[config.mk]
export PLATFORM = sky130hd
export DESIGN_NAME = ram_rr_arbiter_flat
export DESIGN_NICKNAME = d
export VERILOG_FILES = /design/src/rtl/ram_rr_arbiter_if.sv /design/src/rtl/ram_rr_arbiter.sv /design/src/flat_wrapper.sv
export SDC_FILE = /design/constraint.sdc
export NUM_CORES = 1
export LEC_CHECK = 0
export ABC_AREA = 1
export BUFFER_PORTS_ARGS = -buffer_cell sky130_fd_sc_hd__buf_2
export CELL_PAD_IN_SITES_DETAIL_PLACEMENT = 1
export CELL_PAD_IN_SITES_GLOBAL_PLACEMENT = 1
export CORE_MARGIN = 2
export CORE_UTILIZATION = 38
export CTS_BUF_LIST = sky130_fd_sc_hd__clkbuf_2
export DETAILED_ROUTE_END_ITERATION = 12
export PLACE_DENSITY_LB_ADDON = 0.3
export RECOVER_POWER = 100
export SLEW_MARGIN = 5
export SYNTH_ARGS = -nofsm -noshare
export SYNTH_HDL_FRONTEND = slang
export SYNTH_SLANG_ARGS = --single-unit
[constraint.sdc]
create_clock -name clk -period 4.2 [get_ports clk]
set_input_delay 0.21 -clock clk [delete_from_list [all_inputs] [get_ports clk]]
set_output_delay 0.21 -clock clk [all_outputs]
set_load 0.005 [all_outputs]
[src/rtl/ram_rr_arbiter_if.sv]
// Core/RAM bundle for ram_rr_arbiter.
// Core side: req, wren, addr, din, gnt, dq, rdvalid.
// RAM side: ram_addr, ram_din, ram_wren, ram_q.
interface ram_rr_arbiter_if #(
  parameter int NCORES = 3,
  parameter int AW     = 8,
  parameter int DW     = 8
);
  logic [NCORES-1:0]    req;
  logic [NCORES-1:0]    wren;
  logic [NCORES*AW-1:0] addr;
  logic [NCORES*DW-1:0] din;
  logic [NCORES-1:0]    gnt;
  logic [DW-1:0]        dq;
  logic [NCORES-1:0]    rdvalid;
  logic [AW-1:0]        ram_addr;
  logic [DW-1:0]        ram_din;
  logic                 ram_wren;
  logic [DW-1:0]        ram_q;

  modport master (
    output req, wren, addr, din, ram_q,
    input  gnt, dq, rdvalid,
    input  ram_addr, ram_din, ram_wren
  );

  modport slave (
    input  req, wren, addr, din, ram_q,
    output gnt, dq, rdvalid,
    output ram_addr, ram_din, ram_wren
  );
endinterface

[src/rtl/ram_rr_arbiter.sv]
// Round-robin arbiter sharing one single-port sync RAM among NCORES.
// Ports: clk, rst (async, active-high), bus (ram_rr_arbiter_if.slave).
// Optional macro ARB_QUANTUM_EN: forced handover after QUANTUM accesses.
module ram_rr_arbiter #(
  parameter int NCORES  = 3,
  parameter int AW      = 8,
  parameter int DW      = 8,
  parameter int QUANTUM = 4
) (
  input logic             clk,
  input logic             rst,
  ram_rr_arbiter_if.slave bus
);
  localparam int LW = $clog2(NCORES);

  typedef enum logic {
    S_IDLE,
    S_OWNED
  } state_t;

  state_t            r_state, w_state;
  logic [NCORES-1:0] r_gnt, w_gnt;
  logic [LW-1:0]     r_own, w_own;
  logic [LW-1:0]     r_last, w_last;
  logic [LW:0]       w_pick;
  logic              w_acc, w_rel;

  logic [AW-1:0]     r_ram_addr;
  logic [DW-1:0]     r_ram_din;
  logic              r_ram_wren;
  logic              r_v1, r_v2;
  logic [LW-1:0]     r_t1, r_t2;
  logic [DW-1:0]     r_dq;
  logic [NCORES-1:0] r_rdv;

`ifdef ARB_QUANTUM_EN
  localparam int CW = $clog2(QUANTUM + 1);
  logic [CW-1:0] r_cnt, w_cnt;
`else
  logic w_unused_q;
  assign w_unused_q = (QUANTUM > 0);
`endif

  // First requester after base; base itself is the
  // final candidate only when incl is set.
  function automatic logic [LW:0] f_pick(
    input logic [NCORES-1:0] rq,
    input logic [LW-1:0]     base,
    input logic              incl
  );
    logic [LW:0] res;
    int          j;
    res = '0;
    for (int k = NCORES; k >= 1; k--) begin
      j = int'(base) + k;
      if (j >= NCORES) j -= NCORES;
      if (rq[j] && (incl || k != NCORES))
        res = {1'b1, LW'(j)};
    end
    return res;
  endfunction

  always_comb begin
    w_state = r_state;
    w_gnt   = r_gnt;
    w_own   = r_own;
    w_last  = r_last;
    w_pick  = '0;
    w_acc   = 1'b0;
    w_rel   = 1'b0;
`ifdef ARB_QUANTUM_EN
    w_cnt   = r_cnt;
`endif
    unique case (r_state)
      S_IDLE: begin
        w_pick = f_pick(bus.req, r_last, 1'b1);
        if (w_pick[LW]) begin
          w_state = S_OWNED;
          w_own   = w_pick[LW-1:0];
          w_gnt   = NCORES'(1) << w_pick[LW-1:0];
        end
      end
      S_OWNED: begin
        w_acc = bus.req[r_own];
        w_rel = !bus.req[r_own];
`ifdef ARB_QUANTUM_EN
        // Quantum expiry hands over on the last
        // access edge itself, only if others wait.
        if (w_acc) begin
          if (r_cnt == CW'(QUANTUM - 1)) begin
            w_cnt = '0;
            if ((bus.req & ~r_gnt) != '0)
              w_rel = 1'b1;
          end else begin
            w_cnt = r_cnt + 1'b1;
          end
        end
`endif
        if (w_rel) begin
          w_last = r_own;
`ifdef ARB_QUANTUM_EN
          w_cnt  = '0;
`endif
          w_pick = f_pick(bus.req, r_own, 1'b0);
          if (w_pick[LW]) begin
            w_own = w_pick[LW-1:0];
            w_gnt = NCORES'(1) << w_pick[LW-1:0];
          end else begin
            w_state = S_IDLE;
            w_gnt   = '0;
          end
        end
      end
      default: ;
    endcase
  end

  always_ff @(posedge clk or posedge rst) begin
    if (rst) begin
      r_state <= S_IDLE;
      r_gnt   <= '0;
      r_own   <= '0;
      r_last  <= LW'(NCORES - 1);
`ifdef ARB_QUANTUM_EN
      r_cnt   <= '0;
`endif
    end else begin
      r_state <= w_state;
      r_gnt   <= w_gnt;
      r_own   <= w_own;
      r_last  <= w_last;
`ifdef ARB_QUANTUM_EN
      r_cnt   <= w_cnt;
`endif
    end
  end

  // RAM port plus two-deep read tag pipeline, so
  // reads complete to their issuer after handover.
  always_ff @(posedge clk or posedge rst) begin
    if (rst) begin
      r_ram_addr <= '0;
      r_ram_din  <= '0;
      r_ram_wren <= 1'b0;
      r_v1       <= 1'b0;
      r_v2       <= 1'b0;
      r_t1       <= '0;
      r_t2       <= '0;
      r_dq       <= '0;
      r_rdv      <= '0;
    end else begin
      r_ram_wren <= 1'b0;
      if (w_acc) begin
        r_ram_addr <= bus.addr[int'(r_own)*AW +: AW];
        r_ram_din  <= bus.din[int'(r_own)*DW +: DW];
        r_ram_wren <= bus.wren[r_own];
      end
      r_v1  <= w_acc && !bus.wren[r_own];
      r_t1  <= r_own;
      r_v2  <= r_v1;
      r_t2  <= r_t1;
      r_rdv <= r_v2 ? (NCORES'(1) << r_t2) : '0;
      if (r_v2) r_dq <= bus.ram_q;
    end
  end

  assign bus.gnt      = r_gnt;
  assign bus.dq       = r_dq;
  assign bus.rdvalid  = r_rdv;
  assign bus.ram_addr = r_ram_addr;
  assign bus.ram_din  = r_ram_din;
  assign bus.ram_wren = r_ram_wren;
endmodule
[src/flat_wrapper.sv]
// flat-port wrapper written by rule: the top's interface ports become plain ports
module ram_rr_arbiter_flat 
#(
  parameter int NCORES  = 3,
  parameter int AW      = 8,
  parameter int DW      = 8,
  parameter int QUANTUM = 4
)
  (clk, rst, bus_req, bus_wren, bus_addr, bus_din, bus_ram_q, bus_gnt, bus_dq, bus_rdvalid, bus_ram_addr, bus_ram_din, bus_ram_wren);
  ram_rr_arbiter_if #(.NCORES(NCORES), .AW(AW), .DW(DW)) bus_i ();
  input logic clk;
  input logic rst;
  input wire logic [$bits(bus_i.req)-1:0] bus_req;
  input wire logic [$bits(bus_i.wren)-1:0] bus_wren;
  input wire logic [$bits(bus_i.addr)-1:0] bus_addr;
  input wire logic [$bits(bus_i.din)-1:0] bus_din;
  input wire logic [$bits(bus_i.ram_q)-1:0] bus_ram_q;
  output wire logic [$bits(bus_i.gnt)-1:0] bus_gnt;
  output wire logic [$bits(bus_i.dq)-1:0] bus_dq;
  output wire logic [$bits(bus_i.rdvalid)-1:0] bus_rdvalid;
  output wire logic [$bits(bus_i.ram_addr)-1:0] bus_ram_addr;
  output wire logic [$bits(bus_i.ram_din)-1:0] bus_ram_din;
  output wire logic [$bits(bus_i.ram_wren)-1:0] bus_ram_wren;
  assign bus_i.req = bus_req;
  assign bus_i.wren = bus_wren;
  assign bus_i.addr = bus_addr;
  assign bus_i.din = bus_din;
  assign bus_i.ram_q = bus_ram_q;
  assign bus_gnt = bus_i.gnt;
  assign bus_dq = bus_i.dq;
  assign bus_rdvalid = bus_i.rdvalid;
  assign bus_ram_addr = bus_i.ram_addr;
  assign bus_ram_din = bus_i.ram_din;
  assign bus_ram_wren = bus_i.ram_wren;
  ram_rr_arbiter #(.NCORES(NCORES), .AW(AW), .DW(DW), .QUANTUM(QUANTUM)) u_core (.clk(clk), .rst(rst), .bus(bus_i));
endmodule
Word-level counts from Yosys, hierarchy flattened
Cells that the tools add are included.
W data, S select, Z words.

storage, ports and cells
  input bits = 64
  word-level logic and storage cells = 103
  output and inout bits = 31
  register bits after elaboration = 42

operators by class
  bitwise operators = 2
  add/subtract/negate cells = 10
  magnitude comparators = 11
  mux-type cells = 54
  shift-type cells = 5
  eq/ne operators = 3
  reductions and logical operators = 5

operators with widths
  operator                 number
  $mux W32                 12
  $ge A32 B3 Y1 const B    5
  $lt A32 B4 Y1 const B    5
  $sub A32 B3 Y32 const B  5
  $shiftx A24 B6 Y8        2
  $mux W3                  12
  $mux W1                  17
  $bmux W1 S2              7
  $add A2 B2 Y3 const B    3
  $shl A1 B2 Y3 const A    3
  $add A2 B1 Y3 const B    2
  $mux W2                  3
  $pmux W3 S2              1
  $ne A2 B2 Y1 const B     2
  $pmux W2 S2              1
  $reduce_and A2 Y1        2
  $lt A2 B3 Y1 const B     1
  $reduce_and A3 Y1        1
  $ne A2 B1 Y1 const B     1
  $not A1 Y1               2
  $pmux W1 S2              1
  $logic_and A1 B1 Y1      1
  $logic_not A1 Y1         1

Depth between registers and ports, before layout
Gate-level depths: netlist of run 1.

  depth in word-level cells = 16
  depth in mapped cells = 15
  gate-level depth less buffers = 13

Worst setup path before layout of run 1
OpenSTA, ideal clock, no wires.

  kind = reg-to-reg
  from = reg u_core.r_own[0]
  to = reg u_core.r_gnt[0] (netlist: u_core.bus.gnt[0])
  data arrival time = 1809 ps
  path slack = 2274 ps
  period minus slack after synthesis = 1926 ps
  setup time = 117 ps
  path buffers = 2
  stages on the path, launching flop included = 15
  data required time = 4083 ps
  path through = dfrtp_1 > inv_1 > buf_6 > clkbuf_1 > ha_1 > inv_1 > nand2_1 > nand3b_1 > nand2_1 > nor2_1 > nor2_1 > nand2_1 > nand2_1 > nor2_1 > nor2_1

on the way
  word-level cells in the longest chain between the ends = 16
  elaborated cells between the ends (all ways) = 30
  classes of those cells = add/sub: 4; order compare: 2; eq/ne: 1; shift: 1; mux: 21; reduce/logical: 1

ends and longest elaborated chain
  element                                                  RTL line               source
  start: declaration                                       ram_rr_arbiter.sv:23   logic [LW-1:0] r_own, w_own;
  start signal: assignment                                 ram_rr_arbiter.sv:130  r_own <= w_own;
  $add A2 B2 Y3                                            ram_rr_arbiter.sv:55   j = int'(base) + k;
  $sub A32 B3 Y32 / $ge A32 B3 Y1 (equally long branches)  ram_rr_arbiter.sv:56   if (j >= NCORES) j -= NCORES;
  $mux W32                                                 ram_rr_arbiter.sv:56
  $mux W32                                                 ram_rr_arbiter.sv:99   if (w_rel) begin
  $mux W32                                                 ram_rr_arbiter.sv:74   unique case (r_state)
  $bmux W1 S2                                              ram_rr_arbiter.sv:57   if (rq[j] && (incl || k != NCORES))
  $mux W1 (not written as such) (2 in series)              ram_rr_arbiter.sv:57
  $mux W3 (2 in series)                                    ram_rr_arbiter.sv:57
  $mux W3                                                  ram_rr_arbiter.sv:99
  $mux W3                                                  ram_rr_arbiter.sv:74
  $shl A1 B2 Y3                                            ram_rr_arbiter.sv:107  w_gnt = NCORES'(1) << w_pick[LW-1:0];
  $mux W3                                                  ram_rr_arbiter.sv:105  if (w_pick[LW]) begin
  $mux W3                                                  ram_rr_arbiter.sv:99
  $pmux W3 S2                                              ram_rr_arbiter.sv:74
  end signal: assignment                                   ram_rr_arbiter.sv:129  r_gnt <= w_gnt;
  end: declaration                                         ram_rr_arbiter.sv:22   logic [NCORES-1:0] r_gnt, w_gnt;

Parallel ways exist; a longest one is shown, timed or not. The select of a mux whose other input is x is not followed.
A chain may end at the register's enable or synchronous reset.

Worst setup path in the final report of run 1
  from = reg u_core.r_own[0]
  to = reg u_core.r_own[1]

on the way
  word-level cells in the longest chain between the ends = 15
  elaborated cells between the ends (all ways) = 30
  classes of those cells = add/sub: 4; order compare: 2; eq/ne: 2; mux: 21; reduce/logical: 1

ends and longest elaborated chain
  element                                                  RTL line
  $add A2 B2 Y3                                            ram_rr_arbiter.sv:55
  $sub A32 B3 Y32 / $ge A32 B3 Y1 (equally long branches)  ram_rr_arbiter.sv:56
  $mux W32                                                 ram_rr_arbiter.sv:56
  $mux W32                                                 ram_rr_arbiter.sv:99
  $mux W32                                                 ram_rr_arbiter.sv:74
  $bmux W1 S2                                              ram_rr_arbiter.sv:57
  $mux W1 (not written as such) (2 in series)              ram_rr_arbiter.sv:57
  $mux W3 (2 in series)                                    ram_rr_arbiter.sv:57
  $mux W3                                                  ram_rr_arbiter.sv:99
  $mux W3                                                  ram_rr_arbiter.sv:74
  $mux W2                                                  ram_rr_arbiter.sv:105
  $mux W2                                                  ram_rr_arbiter.sv:99
  $pmux W2 S2                                              ram_rr_arbiter.sv:74

Parallel ways exist; a longest one is shown, timed or not. The select of a mux whose other input is x is not followed.

==> impl_metrics.csv, run 1 <==
group,metric,value,unit
sta,grt_setup_unrepaired,"no",
worst_setup_path,reg2reg_to,"u_core.r_own[1]$_DFFE_PP0P_",
synthesis,post_synth_xor_area_fraction,0,%
cts,tritoncts,"yes",
placement,place.port_buffers,94,
layout,syn2layout_area_growth,30.0,%
cts,ctsRootBufferMaster,"sky130_fd_sc_hd__clkbuf_2",
synthesis,synth-compound-area-share,14.5,%
global_routing,via_count_of_the_first_global_routing_pass,2502,
drt,top_signal_layer_used,"met4",
worst_setup_path,reg2reg_slack,1.34,ns
global_routing,grt_overflow,0,
drt,initialDrtViolationCount,42,
sta,max_transition_margin,-52.0,%
worst_setup_path,r2r.worst_path.cells,9,
placement,half_perimeter_wire_length_after_placement,5220,um
drt,met2_routed_length,4020,um
hold_path,hold_path.startpoint,"bus_addr[16]",
sta,totalNegativeSetupSlack,0,ns
global_routing,grtUsageTotal,20.9,%
synthesis,synth_area,2390,um^2
synthesis,synth_simple_gate_area_share,30.5,%
synthesis,synth.distinct_cells,28,
layout,final_nets,492,
floorplanning,floorplan.die_area,6930,um^2
floorplanning,chipWidth,83.3,um
sta,setup-violations-final,0,
worst_setup_path,setup.worst_path.class,"register to register",
layout,drive_above_1_share,25.9,%
status,run_status,"finished with violations",
power,power_density,662,nW/um^2
sta,min_period,2.86,ns
worst_setup_path,critPathRequiredTime,4.58,ns
sta,final.setup_skew,0.0171,ns
synthesis,synthesis.instances,312,
worst_setup_path,worstSetupEndpointType,"register",
drt,detail_route_met3_wl,250,um
cts,max-clock-path-buffers,2,
synthesis,synthesized_netlist_net_count,381,
cts,cts.sink_count,42,
floorplanning,floorplan.initialDensity,39.8,%
synthesis,ys_warn_count,0,
power,static-leakage-power,1.57,nW
synthesis,synth_top_family_by_area,"simple AND/OR/NAND/NOR gates",
hold_path,type_of_the_worst_min_delay_path,"input pin to register",
floorplanning,num_rows,28,
synthesis,muxShareOfSynthArea,0,%
sta,timing_max_transition_violations_final,43,
drt,route.final.wire_length,7380,um
layout,final_cell_count_no_fill,500,
drt,first_pass_iters,4,
cts,cts.clk_slew.worst_paths,0.24,ns
sta,max_freq,350,MHz
synthesis,synth-seq-area-share,44.1,%
run,max-cap-violations,1,
drt,route.detailed.vias_per_inst,4.91,
drt,avgRoutedWirePerCell,14.8,um
synthesis,ys_seq_elements,42,
global_routing,grt_max_degree,43,
drt,drt.antenna.violating_nets,0,
placement,gp_congestion,0.906,
sta,fin_worst_hold_slack,0.0161,ns
layout,post-route-util,51.8,%
status,failed_checks,"capacitance limit, slew limit",
placement,place.detailed.instances,469,
worst_setup_path,timing.critical_path.arrival,3.24,ns
sta,post-route-period-util,68.0,%
drt,drt-met1-wl,3000,um
drt,dr_total_vias,2455,
floorplanning,num_io_pins,95,
worst_setup_path,path_max_fanout,35,
global_routing,grt_first_pass_wirelength,11800,um
worst_setup_path,critical_path.startpoint_type,"register",
drt,drc_errors,0,
cts,ctsHtreeMaxLevel,2,
cts,ctsResizeCount,0,
cts,worstSkewPairLatency,0.43,ns
floorplanning,design.core.area,5990,um^2
sta,final_hold_viol_count,0,
power,vdd_ir_drop_max,0.247,mV
global_routing,antenna_found_initial,1,
synthesis,synth-adder-area-share,2.62,%
worst_setup_path,crit-reg2reg-launch,"u_core.r_own[0]$_DFFE_PP0P_",
hold_path,instance_count_along_the_most_critical_hold_path,3,
cts,cts_made_buffers,5,
sta,max_slew.worst_pin.slew,2.28,ns
synthesis,syn_avg_cell_area,7.65,um^2
hold_path,timing.hold.worst_endpoint,"u_core.bus.ram_addr[0]$_DFFE_PP0P_",
floorplanning,dieHeight,83.3,um
## critical path: stages (launching register included)
cell and delay [ns]:
sky130_fd_sc_hd__dfrtp_1 0.71, sky130_fd_sc_hd__inv_1 0.57, sky130_fd_sc_hd__nand2_1 0.15, sky130_fd_sc_hd__o21ai_0 0.58, sky130_fd_sc_hd__nand2_4 0.15, sky130_fd_sc_hd__inv_8 0.24
sky130_fd_sc_hd__nor2_1 0.15, sky130_fd_sc_hd__nand2_1 0.10, sky130_fd_sc_hd__nand2_1 0.06, sky130_fd_sc_hd__nand2_1 0.10
## cell families (layout without fill, tap and decap cells)
| kind of cell | Yosys count | in the layout |
|---|---|---|
| AND/OR/NAND/NOR | 182 | 182 |
| AO/OA/AOI/OAI | 46 | 46 |
| buffers and inverters | 37 | 149 |
| adder cells (fa/ha/maj) | 5 | 5 |
| other | 0 | 1 |
| flip-flops | 42 | 42 |
## metrics by stage
| step | setup slack, ns | total power [mW] | area, um^2 |
|---|---|---|---|
| after floorplan | 2.27 | 1.58 | 2390 |
| after global placement | 1.53 | 1.82 | 2860 |
| after global routing | 1.05 | 2.27 | 3100 |
| final | 1.34 | 2.06 | 3100 |
| after detailed placement | 1.41 | 1.89 | 2860 |
| after CTS | 1.38 | 2.09 | 3050 |
## final cells by class
| class | count | area (um^2) |
|---|---|---|
| antenna | 1 | 2.50 |
| clock buffer | 5 | 25.0 |
| clock inverter | 3 | 25.0 |
| fill | 806 | 2890 |
| inverter | 24 | 97.6 |
| multi-input combinational | 233 | 1130 |
| sequential | 42 | 1050 |
| tap | 75 | 93.8 |
| timing repair buffer | 117 | 677 |
## per-layer routing
layer  vias to the layer above  GRT usage, %
li1                       1210             -
met4                         0          5.96
met3                         9          3.68
met2                        54          39.1
met1                      1182          24.2
met5                         -             0
## synth_stat cells (all sizes together)
cell type	count	area, um^2
ha	5	62.6
buf	8	82.6
nor3	2	10.0
o21ai	26	134
clkbuf	5	18.8
nand3b	1	7.51
a21oi	3	15.0
dfstp	1	26.3
or2	2	12.5
clkinv	1	3.75
a32oi	1	8.76
nand3	17	85.1
nor2	63	241
inv	23	93.8
dfrtp	41	1030
nand2	97	372
a31oi	16	188
## how the worst max path moves through the flow
stage,startpoint,endpoint,slack [ns],cells past startpoint
finish,u_core.r_own[0]$_DFFE_PP0P_,u_core.r_own[1]$_DFFE_PP0P_,1.34,9
global route,u_core.r_own[0]$_DFFE_PP0P_,u_core.r_own[1]$_DFFE_PP0P_,1.05,9
CTS,u_core.r_own[0]$_DFFE_PP0P_,u_core.bus.gnt[0]$_DFFE_PP0P_,1.38,12
detailed placement,u_core.r_own[0]$_DFFE_PP0P_,u_core.bus.gnt[0]$_DFFE_PP0P_,1.41,12
global placement,u_core.r_own[0]$_DFFE_PP0P_,u_core.bus.gnt[0]$_DFFE_PP0P_,1.53,12
floorplan,u_core.r_own[0]$_DFFE_PP0P_,u_core.bus.gnt[0]$_DFFE_PP0P_,2.27,14
## where the power goes
group	switching, mW	internal, mW
logic	0.689	0.430
clock network	0.153	0.0444
registers	0.150	0.590
## sequential cells by signal, indices dropped and copies added (netlist names)
name,count
u_core.bus.dq,8
u_core.bus.gnt,3
u_core.bus.ram_addr,8
u_core.bus.ram_din,8
u_core.bus.ram_wren,1
u_core.bus.rdvalid,3
u_core.r_last,2
u_core.r_own,2
u_core.r_state,1
u_core.r_t1,2
u_core.r_t2,2
u_core.r_v1,1
u_core.r_v2,1
## layout by cell type, fill, tap and decap left out
master,instances
sky130_fd_sc_hd__a21oi_1,3
sky130_fd_sc_hd__a31oi_1,2
sky130_fd_sc_hd__a31oi_2,14
sky130_fd_sc_hd__a32oi_1,1
sky130_fd_sc_hd__buf_2,80
sky130_fd_sc_hd__clkbuf_1,15
sky130_fd_sc_hd__clkbuf_2,5
sky130_fd_sc_hd__clkinv_1,2
sky130_fd_sc_hd__clkinv_4,1
sky130_fd_sc_hd__clkinvlp_4,1
sky130_fd_sc_hd__dfrtp_1,41
sky130_fd_sc_hd__dfstp_2,1
sky130_fd_sc_hd__diode_2,1
sky130_fd_sc_hd__dlygate4sd3_1,22
sky130_fd_sc_hd__ha_1,5
sky130_fd_sc_hd__inv_1,19
sky130_fd_sc_hd__inv_2,2
sky130_fd_sc_hd__inv_6,1
sky130_fd_sc_hd__inv_8,1
sky130_fd_sc_hd__nand2_1,96
sky130_fd_sc_hd__nand2_4,1
sky130_fd_sc_hd__nand3_1,17
sky130_fd_sc_hd__nand3b_1,1
sky130_fd_sc_hd__nor2_1,62
sky130_fd_sc_hd__nor2_2,1
sky130_fd_sc_hd__nor3_1,2
sky130_fd_sc_hd__o21ai_0,25
sky130_fd_sc_hd__o21ai_1,1
sky130_fd_sc_hd__or2_2,2
## what timing repair did
| item | 4_1_cts | 5_1_grt |
|---|---|---|
| setup buffers | 0 | 0 |
| endpoints found under the hold margin | 54 | 8 |
| hold buffers | 14 | 8 |
No activity file was read; power rests on OpenSTA's default activity.
==> run 2: changes to the inputs <==
- CORE_UTILIZATION: 38 -> 32
- clock period: 4.2 -> 2.5 ns (I/O delays scaled with it)
==> run 2 against run 1 <==
Against the previous run: the run now ends clean; power up 72%; die area is 18% higher; clock skew rose by 0.0073 ns; utilization is 7.6 points lower; fmax increased by 34%; sequential share of layout area is 1.1 points lower; combinational power increased by 75%; non-clock buffer count is 7 higher; cell count is 6.0% higher; clock power rose by 100%.
==> impl_metrics.csv, run 2 (synthesis results as in run 1) <==
group,metric,value,unit
sta,min_period,2.13,ns
cts,ctsHtreeMaxLevel,2,
global_routing,antenna_found_initial,0,
placement,place.port_buffers,94,
floorplanning,design.core.area,7250,um^2
worst_setup_path,crit_family,"simple AND/OR/NAND/NOR gates",
worst_setup_path,r2r.worst_path.cells,12,
floorplanning,chipWidth,90.4,um
sta,max_freq,470,MHz
drt,route.detailed.vias_per_inst,4.65,
drt,dr_total_vias,2467,
cts,cts.sink_count,42,
floorplanning,num_rows,31,
layout,finalInstanceArea,3200,um^2
placement,placed_area,2910,um^2
worst_setup_path,timing.critical_path.arrival,2.43,ns
worst_setup_path,setup.worst_path.class,"register to register",
cts,cts_made_buffers,5,
worst_setup_path,timing.critical_path.cells,"inv_1 > ha_1 > inv_2 > nand2_1 > nand3_1 > nand2_1 > nand2_1 > nor2_2 > nor2_1 > nand2_1 > nand2_1 > nand2_1",
cts,tritoncts,"yes",
sta,timing_max_transition_violations_final,0,
global_routing,grt_first_pass_wirelength,11800,um
sta,final_hold_viol_count,0,
hold_path,type_of_the_worst_min_delay_path,"input pin to register",
layout,drive_above_1_share,25.8,%
sta,max_slew.worst_pin.slew,1.37,ns
power,static-leakage-power,1.60,nW
drt,drt.antenna.violating_nets,0,
sta,final.setup_skew,0.0244,ns
run,max-cap-violations,0,
worst_setup_path,critPathMaxStageDelay,0.47,ns
worst_setup_path,critical_path.startpoint_type,"register",
drt,first_pass_iters,4,
cts,cts.clk_slew.worst_paths,0.23,ns
worst_setup_path,worstPathBufferInverterCount,2,
power,power_density,1100,nW/um^2
sta,totalNegativeSetupSlack,0,ns
layout,syn2layout_area_growth,34.2,%
placement,gp_congestion,0.812,
sta,setup-violations-final,0,
floorplanning,num_io_pins,95,
placement,half_perimeter_wire_length_after_placement,5240,um
global_routing,grt_max_degree,36,
worst_setup_path,crit_path_top_delay_cell,"sky130_fd_sc_hd__dfrtp_1",
cts,ctsResizeCount,0,
global_routing,via_count_of_the_first_global_routing_pass,2521,
sta,post-route-period-util,85.1,%
drt,avgRoutedWirePerCell,13.3,um
status,run_status,"completed",
worst_setup_path,worstSetupEndpointType,"register",
floorplanning,floorplan.initialDensity,32.9,%
floorplanning,floorplan.die_area,8170,um^2
cts,max-clock-path-buffers,2,
layout,most_frequent_cells_in_the_layout,"96 x sky130_fd_sc_hd__nand2_1, 79 x sky130_fd_sc_hd__buf_2, 62 x sky130_fd_sc_hd__nor2_1",
layout,antennaDiodeCount,0,
floorplanning,dieHeight,90.4,um
drt,route.final.wire_length,7060,um
sta,max_transition_margin,8.70,%
power,vdd_ir_drop_max,0.298,mV
layout,most_frequent_standard_cell_in_the_layout_excluding_fill_and_tap_cells,"sky130_fd_sc_hd__nand2_1",
global_routing,grt_overflow,0,
worst_setup_path,critical_path.most_common_cell,"sky130_fd_sc_hd__nand2_1",
worst_setup_path,critPathRequiredTime,2.80,ns
hold_path,instance_count_along_the_most_critical_hold_path,3,
global_routing,grtUsageTotal,17.5,%
drt,drc_errors,0,
worst_setup_path,path_max_fanout,8,
sta,grt_setup_unrepaired,"no",
layout,final_nets,499,
drt,initialDrtViolationCount,40,
worst_setup_path,cp.depth,12,
cts,worstSkewPairLatency,0.39,ns
cts,ctsRootBufferMaster,"sky130_fd_sc_hd__clkbuf_2",
## run 2: routing by layer
metal,vias to the layer above,GRT usage [%],wire length [um]
li1,1224,-,-
met3,6,2.75,249
met4,0,4.74,87
met2,55,33.6,3750
met1,1182,19.9,2970
met5,-,0,0
## run 2: worst register-to-register path: stages, from the launching register on
cell	delay, ns
sky130_fd_sc_hd__dfrtp_1	0.47
sky130_fd_sc_hd__inv_1	0.14
sky130_fd_sc_hd__ha_1	0.43
sky130_fd_sc_hd__inv_2	0.15
sky130_fd_sc_hd__nand2_1	0.07
sky130_fd_sc_hd__nand3_1	0.09
sky130_fd_sc_hd__nand2_1	0.07
sky130_fd_sc_hd__nand2_1	0.07
sky130_fd_sc_hd__nor2_2	0.05
sky130_fd_sc_hd__nor2_1	0.24
sky130_fd_sc_hd__nand2_1	0.12
sky130_fd_sc_hd__nand2_1	0.08
sky130_fd_sc_hd__nand2_1	0.06
## run 2: final cells by class
cell class | count | area (um^2)
repair buffers | 124 | 734
inverters | 24 | 97.6
multi-input cells | 233 | 1130
clock buffers | 7 | 35.0
well taps | 99 | 124
fillers | 951 | 4050
clock inverters | 1 | 30.0
flip-flops and latches | 42 | 1050
## run 2: path summary, 6_finish.rpt
path | end | slack [ns] | from
min in group asynchronous | u_core.bus.ram_din[6]$_DFFE_PP0P_ | 0.26 | rst
max reg2reg | u_core.r_own[1]$_DFFE_PP0P_ | 0.37 | u_core.r_last[0]$_DFFE_PP0P_
min | u_core.bus.ram_din[5]$_DFFE_PP0P_ | 0.06 | bus_din[13]
min reg2reg | u_core.r_t2[1]$_DFF_PP0_ | 0.36 | u_core.r_t1[1]$_DFF_PP0_
max in group asynchronous | u_core.bus.dq[4]$_DFFE_PP0P_ | 0.60 | rst
max | u_core.r_own[1]$_DFFE_PP0P_ | 0.37 | u_core.r_last[0]$_DFFE_PP0P_
## run 2: metrics by stage
step | worst slack (ns) | power, mW | std cells | util [%] | hold WS, ns
2_1_floorplan | 0.574 | 2.65 | 312 | - | 0.237
3_3_place_gp | 0.584 | 3.11 | 496 | 40.1 | 0.171
3_5_place_dp | 0.508 | 3.19 | 496 | 40.1 | 0.169
4_1_cts | 0.486 | 3.62 | 530 | 44.6 | 0.0363
5_1_grt | 0.146 | 3.91 | 530 | 44.2 | 0.0475
6_report | 0.372 | 3.53 | 530 | 44.2 | 0.0630
## run 2: where the power goes
| part | switching (mW) | internal [mW] | total [mW] |
|---|---|---|---|
| logic | 1.21 | 0.745 | 1.96 |
| registers | 0.186 | 0.992 | 1.18 |
| clock network | 0.218 | 0.178 | 0.396 |
| total | 1.61 | 1.92 | 3.53 |
## run 2: timing repair
item,in CTS,in global routing
hold endpoints to repair,41,0
hold buffers,26,0
setup buffers,0,0
==> run 3: changes to the inputs <==
--- a/config.mk
+++ b/config.mk
@@ -17,2 +17,3 @@
 export RECOVER_POWER = 100
+export SETUP_SLACK_MARGIN = 0.1
 export SLEW_MARGIN = 5
==> constraint.sdc (replaced) <==
create_clock -name clk -period 2.5 [get_ports clk]
set_input_delay 0.25 -clock clk [delete_from_list [all_inputs] [get_ports clk]]
set_output_delay 0.25 -clock clk [all_outputs]
set_load 0.005 [all_outputs]
==> run 3 against run 2 <==
Against the previous run: flip-flop and latch count stayed put; hold slack improved by 0.0015 ns; utilization decreased by 3.8 points; via count decreased by 5.3%; clock skew up 0.0013 ns; global-route usage is 0.98 points lower; final area fell by 8.5%; combinational power decreased by 2%; critical path type unchanged; largest cell class unchanged; highest routed layer unchanged.
==> impl_metrics.csv, run 3 (synthesis results as in run 1) <==
group,metric,value,unit
status,run_status,"completed",
drt,route.final.wire_length,6690,um
drt,route.detailed.vias_per_inst,4.62,
worst_setup_path,critPathRequiredTime,2.83,ns
run,max-cap-violations,0,
floorplanning,floorplan.die_area,8170,um^2
cts,cts_made_buffers,5,
power,netSwitchingFraction,47.5,%
placement,preCtsSetupSlack,0.495,ns
worst_setup_path,setup.worst_path.class,"register to register",
global_routing,grt_first_pass_wirelength,11100,um
cts,ctsResizeCount,0,
layout,post-route-util,40.4,%
worst_setup_path,path_max_fanout,35,
worst_setup_path,crit-reg2reg-launch,"u_core.r_own[0]$_DFFE_PP0P_",
global_routing,grtUsageTotal,16.5,%
sta,final.setup_skew,0.0257,ns
power,static-leakage-power,1.48,nW
drt,drt.antenna.violating_nets,0,
cts,tritoncts,"yes",
worst_setup_path,reg2reg_slack,0.41,ns
floorplanning,chipWidth,90.4,um
layout,most_frequent_standard_cell_in_the_layout_excluding_fill_and_tap_cells,"sky130_fd_sc_hd__nand2_1",
layout,antennaDiodeCount,0,
cts,ctsRootBufferMaster,"sky130_fd_sc_hd__clkbuf_2",
layout,seqCellArea,1050,um^2
global_routing,grt_max_degree,36,
global_routing,grt_overflow,0,
sta,timing_max_transition_violations_final,0,
floorplanning,floorplan.initialDensity,32.9,%
cts,post_cts_buffers,0,
worst_setup_path,critical_path.startpoint_type,"register",
sta,max_slew.worst_pin.slew,1.03,ns
hold_path,instance_count_along_the_most_critical_hold_path,3,
sta,max_transition_margin,31.1,%
floorplanning,design.core.area,7250,um^2
layout,drive_above_1_share,26.8,%
sta,max_freq,479,MHz
drt,avgRoutedWirePerCell,13.2,um
hold_path,type_of_the_worst_min_delay_path,"input pin to register",
placement,half_perimeter_wire_length_after_placement,5150,um
sta,grt_setup_unrepaired,"no",
worst_setup_path,reg2reg_to,"u_core.r_own[1]$_DFFE_PP0P_",
layout,multiInputGateArea,1130,um^2
drt,dr_total_vias,2336,
drt,drc_errors,0,
sta,final_hold_viol_count,0,
worst_setup_path,r2r.worst_path.cells,9,
placement,gp_congestion,0.825,
layout,syn2layout_area_growth,22.7,%
cts,cts.sink_count,42,
worst_setup_path,timing.critical_path.arrival,2.42,ns
sta,post-route-period-util,83.5,%
cts,worstSkewPairLatency,0.39,ns
floorplanning,num_rows,31,
layout,most_frequent_cells_in_the_layout,"96 x sky130_fd_sc_hd__nand2_1, 77 x sky130_fd_sc_hd__buf_2, 61 x sky130_fd_sc_hd__nor2_1",
sta,setup_slack,0.413,ns
placement,place.port_buffers,94,
power,total_power,3.39,mW
sta,min_period,2.09,ns
worst_setup_path,worstSetupEndpointType,"register",
global_routing,antenna_found_initial,0,
sta,setup-violations-final,0,
hold_path,hold_path.startpoint,"bus_ram_q[5]",
power,power.switching,1.61,mW
cts,max-clock-path-buffers,2,
floorplanning,num_io_pins,95,
floorplanning,dieHeight,90.4,um
power,vdd_ir_drop_max,0.397,mV
global_routing,via_count_of_the_first_global_routing_pass,2338,
layout,final.fill_count,972,
power,cellInternalPower,1.78,mW
drt,first_pass_iters,4,
power,power_frac_comb,56.8,%
sta,totalNegativeSetupSlack,0,ns
power,power_frac_clock,8.6,%
cts,ctsHtreeMaxLevel,2,
cts,cts.clk_slew.worst_paths,0.23,ns
layout,final_nets,475,
hold_path,timing.hold.worst_endpoint,"u_core.bus.dq[5]$_DFFE_PP0P_",
power,pwr-share-seq,34.7,%
power,power_density,1160,nW/um^2
drt,initialDrtViolationCount,58,
-- run 3: repair_timing --
| action | CTS | global route |
|---|---|---|
| hold buffers | 1 | 0 |
| endpoints found under the hold margin | 26 | 0 |
| endpoints found under the setup margin | 0 | 0 |
-- run 3: power by group through the flow --
stage / logic [mW] / registers (mW) / clock network [mW]
2_1_floorplan: 1.48 / 1.18 / 0
3_3_place_gp: 1.93 / 1.18 / 0
3_5_place_dp: 1.99 / 1.19 / 0
4_1_cts: 2.00 / 1.18 / 0.308
5_1_grt: 2.21 / 1.22 / 0.332
6_report: 1.92 / 1.17 / 0.291
-- run 3: metrics by stage --
stage,hold WS (ns),area (um^2),std cells
2_1_floorplan,0.331,2390,312
3_3_place_gp,0.332,2920,497
3_5_place_dp,0.337,2920,497
4_1_cts,0.0416,2970,506
5_1_grt,0.0271,2930,506
6_report,0.0645,2930,506
-- run 3: worst max path at each step --
stage,startpoint,endpoint,slack (ns)
2_1_floorplan,u_core.r_own[0]$_DFFE_PP0P_,u_core.bus.gnt[0]$_DFFE_PP0P_,0.57
3_3_place_gp,u_core.r_last[1]$_DFFE_PP1P_,u_core.r_own[0]$_DFFE_PP0P_,0.58
3_5_place_dp,u_core.r_last[1]$_DFFE_PP1P_,u_core.r_own[1]$_DFFE_PP0P_,0.49
4_1_cts,u_core.r_last[0]$_DFFE_PP0P_,u_core.r_own[1]$_DFFE_PP0P_,0.44
5_1_grt,u_core.r_own[0]$_DFFE_PP0P_,u_core.r_own[1]$_DFFE_PP0P_,0.14
6_report,u_core.r_own[0]$_DFFE_PP0P_,u_core.r_own[1]$_DFFE_PP0P_,0.41
-- run 3: critical path, stage by stage, from the launching register on --
cell and delay [ns]:
sky130_fd_sc_hd__dfrtp_1 0.43, sky130_fd_sc_hd__inv_1 0.22, sky130_fd_sc_hd__nand2_1 0.11, sky130_fd_sc_hd__o21ai_0 0.53, sky130_fd_sc_hd__nand2_4 0.15, sky130_fd_sc_hd__inv_8 0.24
sky130_fd_sc_hd__nor2_2 0.11, sky130_fd_sc_hd__nand2_1 0.09, sky130_fd_sc_hd__nand2_1 0.06, sky130_fd_sc_hd__nand2_1 0.09
-- run 3: layout make-up --
class	instances	share of cell area, %
multi-input cells	233	38.6
flip-flops and latches	42	35.9
repair buffers	100	16.6
well taps	99	4.23
inverters	24	3.33
clock buffers	6	1.02
clock inverters	2	0.299
-- run 3: layer usage --
| layer | GRT usage [%] | wire (um) |
|---|---|---|
| met4 | 3.33 | 17 |
| met2 | 30.6 | 3480 |
| met3 | 2.75 | 230 |
| met1 | 20.1 | 2970 |
| met5 | 0 | 0 |
